[src/rtl/noc_fifo_pkg.sv]
// Shared constants and helpers for the NoC virtual-channel flit buffer.
package noc_fifo_pkg;

    localparam int WIDTH_DEF    = 16;
    localparam int ADDWIDTH_DEF = 3;
    localparam int NUM_VC_DEF   = 2;
    localparam int VALID_BIT    = 0;

    function automatic int vcw(input int n);
        return (n > 1) ? $clog2(n) : 1;
    endfunction

endpackage

[src/rtl/vc_fifo_mem.sv]
// Flit storage shared by all VCs: one write port, one asynchronous read port.
module vc_fifo_mem
    import noc_fifo_pkg::*;
#(
    parameter int WIDTH   = WIDTH_DEF,
    parameter int AW      = 4,
    parameter int ENTRIES = 16
) (
    input  logic             clk,
    input  logic             we,
    input  logic [AW-1:0]    waddr,
    input  logic [WIDTH-1:0] wdata,
    input  logic [AW-1:0]    raddr,
    output logic [WIDTH-1:0] rdata
);

    logic [WIDTH-1:0] mem [ENTRIES];

    always_ff @(posedge clk) begin
        if (we) begin
            mem[waddr] <= wdata;
        end
    end

    // Addresses past the last VC exist only when NUM_VC is not a power of two.
    assign rdata = (int'(raddr) < ENTRIES) ? mem[raddr] : '0;

endmodule

[src/rtl/noc_vc_fifo.sv]
// Multi-VC flit buffer with per-VC pointers, occupancy and status flags.
// Define NOC_FIFO_ERR_EN to add sticky overflow/underflow error flags.
module noc_vc_fifo
    import noc_fifo_pkg::*;
#(
    parameter  int WIDTH     = WIDTH_DEF,
    parameter  int ADDWIDTH  = ADDWIDTH_DEF,
    parameter  int NUM_VC    = NUM_VC_DEF,
    parameter  int AF_THRESH = 1,
    parameter  int AE_THRESH = 1,
    localparam int VCW       = vcw(NUM_VC),
    localparam int CW        = ADDWIDTH + 1
) (
    input  logic                 clk,
    input  logic                 reset,
    input  logic                 wr_en,
    input  logic [VCW-1:0]       wr_vc,
    input  logic [WIDTH-1:0]     data_in,
    input  logic                 rd_en,
    input  logic [VCW-1:0]       rd_vc,
    output logic [WIDTH-1:0]     data_out,
    output logic [NUM_VC-1:0]    full,
    output logic [NUM_VC-1:0]    almost_full,
    output logic [NUM_VC-1:0]    empty,
    output logic [NUM_VC-1:0]    almost_empty,
`ifdef NOC_FIFO_ERR_EN
    input  logic                 err_clr,
    output logic [NUM_VC-1:0]    overflow_err,
    output logic [NUM_VC-1:0]    underflow_err,
`endif
    output logic [NUM_VC*CW-1:0] count
);

    localparam int DEPTH = 2 ** ADDWIDTH;

    logic [ADDWIDTH-1:0] head [NUM_VC];
    logic [ADDWIDTH-1:0] tail [NUM_VC];
    logic [CW-1:0]       cnt  [NUM_VC];

    logic [NUM_VC-1:0]   wr_hit;
    logic [NUM_VC-1:0]   rd_hit;
    logic [NUM_VC-1:0]   wr_acc;
    logic [NUM_VC-1:0]   rd_acc;
    logic [ADDWIDTH-1:0] wr_ptr;
    logic [ADDWIDTH-1:0] rd_ptr;
    logic                rd_sel_empty;
    logic [WIDTH-1:0]    mem_rdata;

    always_comb begin
        full         = '0;
        almost_full  = '0;
        empty        = '0;
        almost_empty = '0;
        count        = '0;
        for (int v = 0; v < NUM_VC; v++) begin
            full[v]  = (cnt[v] == CW'(DEPTH));
            empty[v] = (cnt[v] == '0);
            almost_full[v] =
                ((DEPTH - int'(cnt[v])) <= AF_THRESH) && !full[v];
            almost_empty[v] =
                (int'(cnt[v]) <= AE_THRESH) && !empty[v];
            count[v*CW +: CW] = cnt[v];
        end
    end

    // Out-of-range VC numbers match no channel, so they are never accepted.
    always_comb begin
        wr_hit = '0;
        rd_hit = '0;
        wr_acc = '0;
        rd_acc = '0;
        for (int v = 0; v < NUM_VC; v++) begin
            wr_hit[v] = wr_en && data_in[VALID_BIT] && (wr_vc == VCW'(v));
            rd_hit[v] = rd_en && (rd_vc == VCW'(v));
            wr_acc[v] = wr_hit[v] && !full[v];
            rd_acc[v] = rd_hit[v] && !empty[v];
        end
    end

    always_comb begin
        wr_ptr       = '0;
        rd_ptr       = '0;
        rd_sel_empty = 1'b1;
        for (int v = 0; v < NUM_VC; v++) begin
            if (wr_vc == VCW'(v)) begin
                wr_ptr = head[v];
            end
            if (rd_vc == VCW'(v)) begin
                rd_ptr       = tail[v];
                rd_sel_empty = empty[v];
            end
        end
    end

    always_ff @(posedge clk) begin
        if (!reset) begin
            for (int v = 0; v < NUM_VC; v++) begin
                head[v] <= '0;
                tail[v] <= '0;
                cnt[v]  <= '0;
            end
        end else begin
            for (int v = 0; v < NUM_VC; v++) begin
                if (wr_acc[v]) begin
                    head[v] <= head[v] + ADDWIDTH'(1);
                end
                if (rd_acc[v]) begin
                    tail[v] <= tail[v] + ADDWIDTH'(1);
                end
                unique case ({wr_acc[v], rd_acc[v]})
                    2'b10:   cnt[v] <= cnt[v] + CW'(1);
                    2'b01:   cnt[v] <= cnt[v] - CW'(1);
                    default: cnt[v] <= cnt[v];
                endcase
            end
        end
    end

    vc_fifo_mem #(
        .WIDTH   (WIDTH),
        .AW      (VCW + ADDWIDTH),
        .ENTRIES (NUM_VC * DEPTH)
    ) u_mem (
        .clk   (clk),
        .we    ((|wr_acc) && reset),
        .waddr ({wr_vc, wr_ptr}),
        .wdata (data_in),
        .raddr ({rd_vc, rd_ptr}),
        .rdata (mem_rdata)
    );

    assign data_out = rd_sel_empty ? '0 : mem_rdata;

`ifdef NOC_FIFO_ERR_EN
    logic              wr_in;
    logic              rd_in;
    logic [NUM_VC-1:0] ovf_set;
    logic [NUM_VC-1:0] unf_set;

    assign wr_in = int'(wr_vc) < NUM_VC;
    assign rd_in = int'(rd_vc) < NUM_VC;

    // Stray VC numbers are charged to VC0.
    always_comb begin
        ovf_set = '0;
        unf_set = '0;
        for (int v = 0; v < NUM_VC; v++) begin
            ovf_set[v] = wr_hit[v] && full[v];
            unf_set[v] = rd_hit[v] && empty[v];
        end
        ovf_set[0] = ovf_set[0] || (wr_en && data_in[VALID_BIT] && !wr_in);
        unf_set[0] = unf_set[0] || (rd_en && !rd_in);
    end

    always_ff @(posedge clk) begin
        if (!reset) begin
            overflow_err  <= '0;
            underflow_err <= '0;
        end else begin
            overflow_err  <= ovf_set | (overflow_err & {NUM_VC{!err_clr}});
            underflow_err <= unf_set | (underflow_err & {NUM_VC{!err_clr}});
        end
    end
`endif

endmodule

[config.mk]
export PLATFORM = sky130hd
export DESIGN_NAME = noc_vc_fifo
export DESIGN_NICKNAME = d
export VERILOG_FILES = /design/src/rtl/noc_fifo_pkg.sv /design/src/rtl/vc_fifo_mem.sv /design/src/rtl/noc_vc_fifo.sv
export SDC_FILE = /design/constraint.sdc
export NUM_CORES = 1
export LEC_CHECK = 0
export CORE_MARGIN = 3
export CORE_UTILIZATION = 50
export DETAILED_ROUTE_END_ITERATION = 8
export HOLD_SLACK_MARGIN = 0.06
export PLACE_DENSITY_LB_ADDON = 0.25
export SLEW_MARGIN = 40
export SYNTH_ARGS = -nofsm -noshare
export SYNTH_HDL_FRONTEND = slang
export SYNTH_SLANG_ARGS = --single-unit
[constraint.sdc]
create_clock -name clk -period 11.5 [get_ports clk]
set_input_delay 2.3 -clock clk [delete_from_list [all_inputs] [get_ports clk]]
set_output_delay 2.3 -clock clk [all_outputs]
set_load 0.02 [all_outputs]
## Word-level counts from Yosys, hierarchy flattened

Memories as Yosys holds them, arrays and structs flattened.
Index checks and enable logic that the tools add are counted.

| word-level totals | value |
|---|---|
| bits in registers | 0 |
| RAM bits | 276 |
| input bits | 22 |
| output and inout port bits | 32 |
| logic and storage cells | 106 |
| memories kept | 4 |

| cells by class | value |
|---|---|
| $add $sub $neg | 10 |
| order comparisons | 4 |
| equal/unequal tests | 6 |
| muxes and demuxes | 47 |
| bitwise gates (word level) | 12 |
| reduce and logical (&&, ||, !) cells | 23 |

Memories:

| memory | words | bits a word | rd ports | clocked after Yosys merged registers in | wr ports | line | text |
|---|---|---|---|---|---|---|---|
| u_mem.mem | 16 | 16 | 1 | 0 | 1 | vc_fifo_mem.sv:17 | `logic [WIDTH-1:0] mem [ENTRIES];` |
| cnt | 2 | 4 | 2 | 0 | 2 | noc_vc_fifo.sv:38 | `logic [CW-1:0] cnt [NUM_VC];` |
| head | 2 | 3 | 2 | 0 | 2 | noc_vc_fifo.sv:36 | `logic [ADDWIDTH-1:0] head [NUM_VC];` |
| tail | 2 | 3 | 2 | 0 | 2 | noc_vc_fifo.sv:37 | `logic [ADDWIDTH-1:0] tail [NUM_VC];` |

Operator list:

| cell | count |
|---|---|
| 1-bit 2-to-1 mux | 34 |
| 4-bit 2-to-1 mux | 6 |
| 3-bit 2-to-1 mux | 6 |
| 16-bit 2-to-1 mux | 1 |
| 1-bit logical AND | 14 |
| 3-bit by 1-bit adder with 3-bit output (second input constant) | 4 |
| 5-bit by 2-bit <= comparator with 1-bit output (second input constant) | 2 |
| 1-bit OR | 10 |
| 4-bit by 4-bit subtractor with 5-bit output (first input constant) | 2 |
| 4-bit by 1-bit adder with 4-bit output (second input constant) | 2 |
| 4-bit == test (second input constant) | 2 |
| 4-bit by 1-bit <= comparator with 1-bit output (second input constant) | 2 |
| 4-bit logical NOT | 2 |
| 4-bit by 1-bit subtractor with 4-bit output (second input constant) | 2 |
| 2-bit OR reduction | 3 |
| 2-bit by 1-bit == test with 1-bit output (second input constant) | 2 |
| 2-bit == test (second input constant) | 2 |
| 1-bit logical NOT | 4 |
| 1-bit NOT | 2 |

## Longest topological paths before layout

| logic depth | value |
|---|---|
| depth after elaboration | 10 |
| depth in mapped cells | 12 |
| depth with buffers taken out | 11 |

## By module

Synthesis repeated with hierarchy kept, for this count alone.

| unflattened totals | value |
|---|---|
| cell total of the unflattened synthesis | 578 |
| area, all modules | 11431.0 µm² |

Modules (own cells, without submodules):

| module | instances | cells each | area each (µm²) | sequential area each (µm²) |
|---|---|---|---|---|
| vc_fifo_mem | 1 | 416 | 9723.1 | 7687.4 |
| noc_vc_fifo | 1 | 162 | 1707.9 | 600.6 |

## Worst setup path before layout

Ideal clock, no wire load.

| path | value |
|---|---|
| path type | input -> output |
| start | in rd_vc |
| end | out data_out[1] |
| arrival time | 3743 ps |
| required time | 9200 ps |
| slack | 5457 ps |
| stages | 6 |
| cells stage by stage | mux2_4 -> buf_6 -> buf_12 -> mux4_2 -> a22o_1 -> a41o_1 |

| on the way | value |
|---|---|
| cells in the longest elaborated chain, start to end | 3 |

Ends and longest elaborated chain:

| element | line | text |
|---|---|---|
| start: declaration | noc_vc_fifo.sv:20 | `input logic [VCW-1:0] rd_vc,` |
| 3-bit 2-to-1 mux | noc_vc_fifo.sv:88 | `if (rd_vc == VCW'(v)) begin` |
| memory 16 x 16 bit | - |  |
| 16-bit 2-to-1 mux * | noc_vc_fifo.sv:132 | `assign data_out = rd_sel_empty ? '0 : mem_rdata;` |
| end: declaration | noc_vc_fifo.sv:21 | `output logic [WIDTH-1:0] data_out,` |

Every way passes the cells marked *; elsewhere a longest branch is shown, timed or not.

## Worst setup path in the final report

| path | value |
|---|---|
| start | in rd_vc |
| end | out data_out[5] |

The elaborated chain is that of the path after synthesis.

==> qor.txt <==
Commonest non-fill, non-tap cell in the layout -> edfxtp_1
Input/output buffers -> 53
Leakage -> 4.48 nW
Routability cong. -> 0.858
Clk root buf -> clkbuf_16
Synth Area in XOR/XNOR -> 0.00535
CTS sink count -> 276
Post-synthesis compound-gate area fraction -> 0.0600
Drt via density -> 6.05
Fin util -> 0.600
Post-route cell area -> 13300 um2
Clk slew on worst S/H paths -> 60 ps
Arrival @ worst endpoint -> 5060 ps
Main combinational cell family by area after synthesis -> simple AND/OR/NAND/NOR gates
Antenna diodes -> 0
Vias in the first global route -> 6521
Adder-Cell Fraction of Synth Area -> 0.0186
Vias -> 6542
Dpl hpwl -> 15.2 mm
VDD IR max -> 0.0934 mV
Wire per inst -> 23.5 um
Synth warn -> 0
Cells after Synth -> 711
Cts hold-fix bufs -> 0
Maximum capacitance violations -> 0
Slowest-stage cell, CP -> mux2_8
WS Path Type -> input pin to output port
Cts bufs inserted -> 28
FF+latch area -> 8290 um2
Combinational share of power -> 0.121
Max Slew Vio Count -> 0
Resized Gates After CTS -> 0
All-layer global routing usage -> 0.206
Switching power -> 0.532 mW
CP required -> 9200 ps
Setup WS post-layout -> 4140 ps
PD cells -> 168 nW/um2
Die area -> 24800 um2
Hold path startpoint -> head[0][0]
Unrepaired setup endpoints after global routing -> false
Final WL -> 25.4 mm
Initial antenna violation count -> 0
Share of cells above drive strength 1 -> 0.154
Fillers -> 1660
Syn Std Cell Area -> 11500 um2
Initial drt markers -> 700
Fmax achieved -> 0.136 GHz
Synthesis-stage register bit count -> 276
Most frequent cells in the layout -> edfxtp_1, nand2_1, clkdlybuf4s50_1, nand3_1, clkbuf_16
Fin crit share -> 0.640
Die Ht -> 157 um
Grt total ovfl -> 0
I/O Pins -> 54
Largest net degree at the start of global routing -> 60
Critical path launch point type -> input pin
Relative slew margins -> 0.453
Part of the Yosys area used for sequential elements -> 0.724
Placed Cells -> 1031
Residual DRC count -> 0
Worst r2r src -> cnt[0][0]
Antenna Violating Nets Remaining -> 0
Post-synth top area cell -> edfxtp_1
Async SR Flop Fraction -> 0
Clk_skew -> 18.4 ps
Non-Filler Instances -> 1081
Post-CTS Repair Setup Buffers -> 0
Syn Nets -> 750
Clock Power Share -> 0.369
Final number of setup-violating endpoints -> 0
Part of the power in registers -> 0.510
NumNets Final -> 820
Dpl cell area -> 12500 um2
First-pass GRT wire length -> 38.5 mm
EDFF count, synth -> 276
Area Overhead vs Synth -> 16.2%
Max clock buf depth -> 3
Critical path peak fanout -> 59
Final TNS setup -> 0 ps
Chip width -> 157 um
Slew @ Worst Pin -> 820 ps
Internal power -> 1.70 mW
Worst skew pair latency -> 550 ps
Post-Syn Area per Cell -> 16.1 um2
Synth top area share -> 0.724
Mux contribution to synthesized area -> 0.0836
Multi-input gate area -> 3050 um2
Run status -> completed
Starting density of the core -> 0.517
Netlist cell types -> 55
H-tree levels -> 1
Main synth FF type -> edfxtp_1
Top area cells in the synthesized netlist -> edfxtp_1, mux4_2, nand2_1
Critical Path Max Stage Delay -> 640 ps
Cell Rows -> 54
Worst hold path class -> register to register
Place WS -> 3400 ps
Sw Ratio -> 0.238
DRT Pass-1 Iters -> 5
Final min period -> 7360 ps
Core Box Area -> 22200 um2
Critical Path, Cell by Cell -> buf_2 > mux2_8 > buf_4 > nand2_1 > a32oi_1 > a41o_1 > clkdlybuf4s50_1
Simple-gate share of the synthesized area -> 0.0851
Hold violation total from the final report -> 0
CTS tree -> built
Critical Path Source -> rd_vc
Setup crit end kind -> output port
critical path: cells and delay by family:
family | cells | cell delay (ps)
AO/OA/AOI/OAI | 2 | 480
buffers and inverters | 3 | 1460
AND/OR/NAND/NOR | 1 | 120
multiplexers | 1 | 640
state kept, by name, indices dropped and copies added (netlist names):
signal	cells
u_mem.mem	256
cnt	8
head	6
tail	6
synth_stat cells, types with 2 or more instances:
cell type  instances
nand3_1           32
nor3_1             5
nand2b_1           7
clkbuf_1          25
mux4_1             3
a32oi_1           16
o32ai_1            5
mux2i_1           21
nor2b_1            7
xnor2_1            6
and3_1             2
buf_2              4
or2_2              3
buf_6              4
nor3b_1            2
buf_1              2
ha_1              17
a41o_1            15
inv_1             20
mux4_2            27
o22ai_1            2
and2_1             2
nand2_1          103
nor4_1            14
mux2_2             4
a211oi_1           2
and3b_1            2
o211ai_1           2
edfxtp_1         276
o21ai_0           17
a22o_1            16
nor2_1            25
cell type report:
class	instances	area share
clock inverter	18	0.00884
clock buffer	32	0.0538
tap	280	0.0263
multi-input combinational	377	0.229
inverter	20	0.00564
sequential	276	0.623
timing repair buffer	78	0.0536
power groups by stage:
stage / clock [mW] / sequential [mW] / combinational [mW]
floorplan: 0 / 1.15 / 0.166
global placement: 0 / 1.16 / 0.263
detailed placement: 0 / 1.16 / 0.270
CTS: 0.837 / 1.14 / 0.271
global route: 0.878 / 1.14 / 0.290
finish: 0.824 / 1.14 / 0.270
final timing paths:
| kind | end | cells after the start | slack (ps) |
|---|---|---|---|
| worst max register to register | cnt[1][3] | 10 | 7980 |
| worst max-delay path | data_out[5] | 7 | 4140 |
| worst min-delay path | head[0][0] | 1 | 650 |
| worst min register to register | head[0][0] | 1 | 650 |
cell families after synthesis:
| logic type | after synthesis |
|---|---|
| flip-flops | 276 |
| AND/OR/NAND/NOR | 211 |
| AO/OA/AOI/OAI | 86 |
| buffers and inverters | 58 |
| multiplexers | 56 |
| adder cells (fa/ha/maj) | 17 |
| XOR/XNOR | 7 |
metal layers:
metal	GRT usage	share of wire	vias up
li1	-	-	2926
met1	0.303	0.43	3315
met2	0.325	0.48	258
met3	0.0322	0.075	43
met4	0.0603	0.020	0
met5	0	0	-
per-stage QoR:
step | power [mW] | hold WS (ps)
floorplan | 1.32 | 579
global placement | 1.42 | 598
detailed placement | 1.43 | 646
CTS | 2.25 | 657
global route | 2.31 | 690
finish | 2.23 | 655
(Power assumes the default switching activity.)
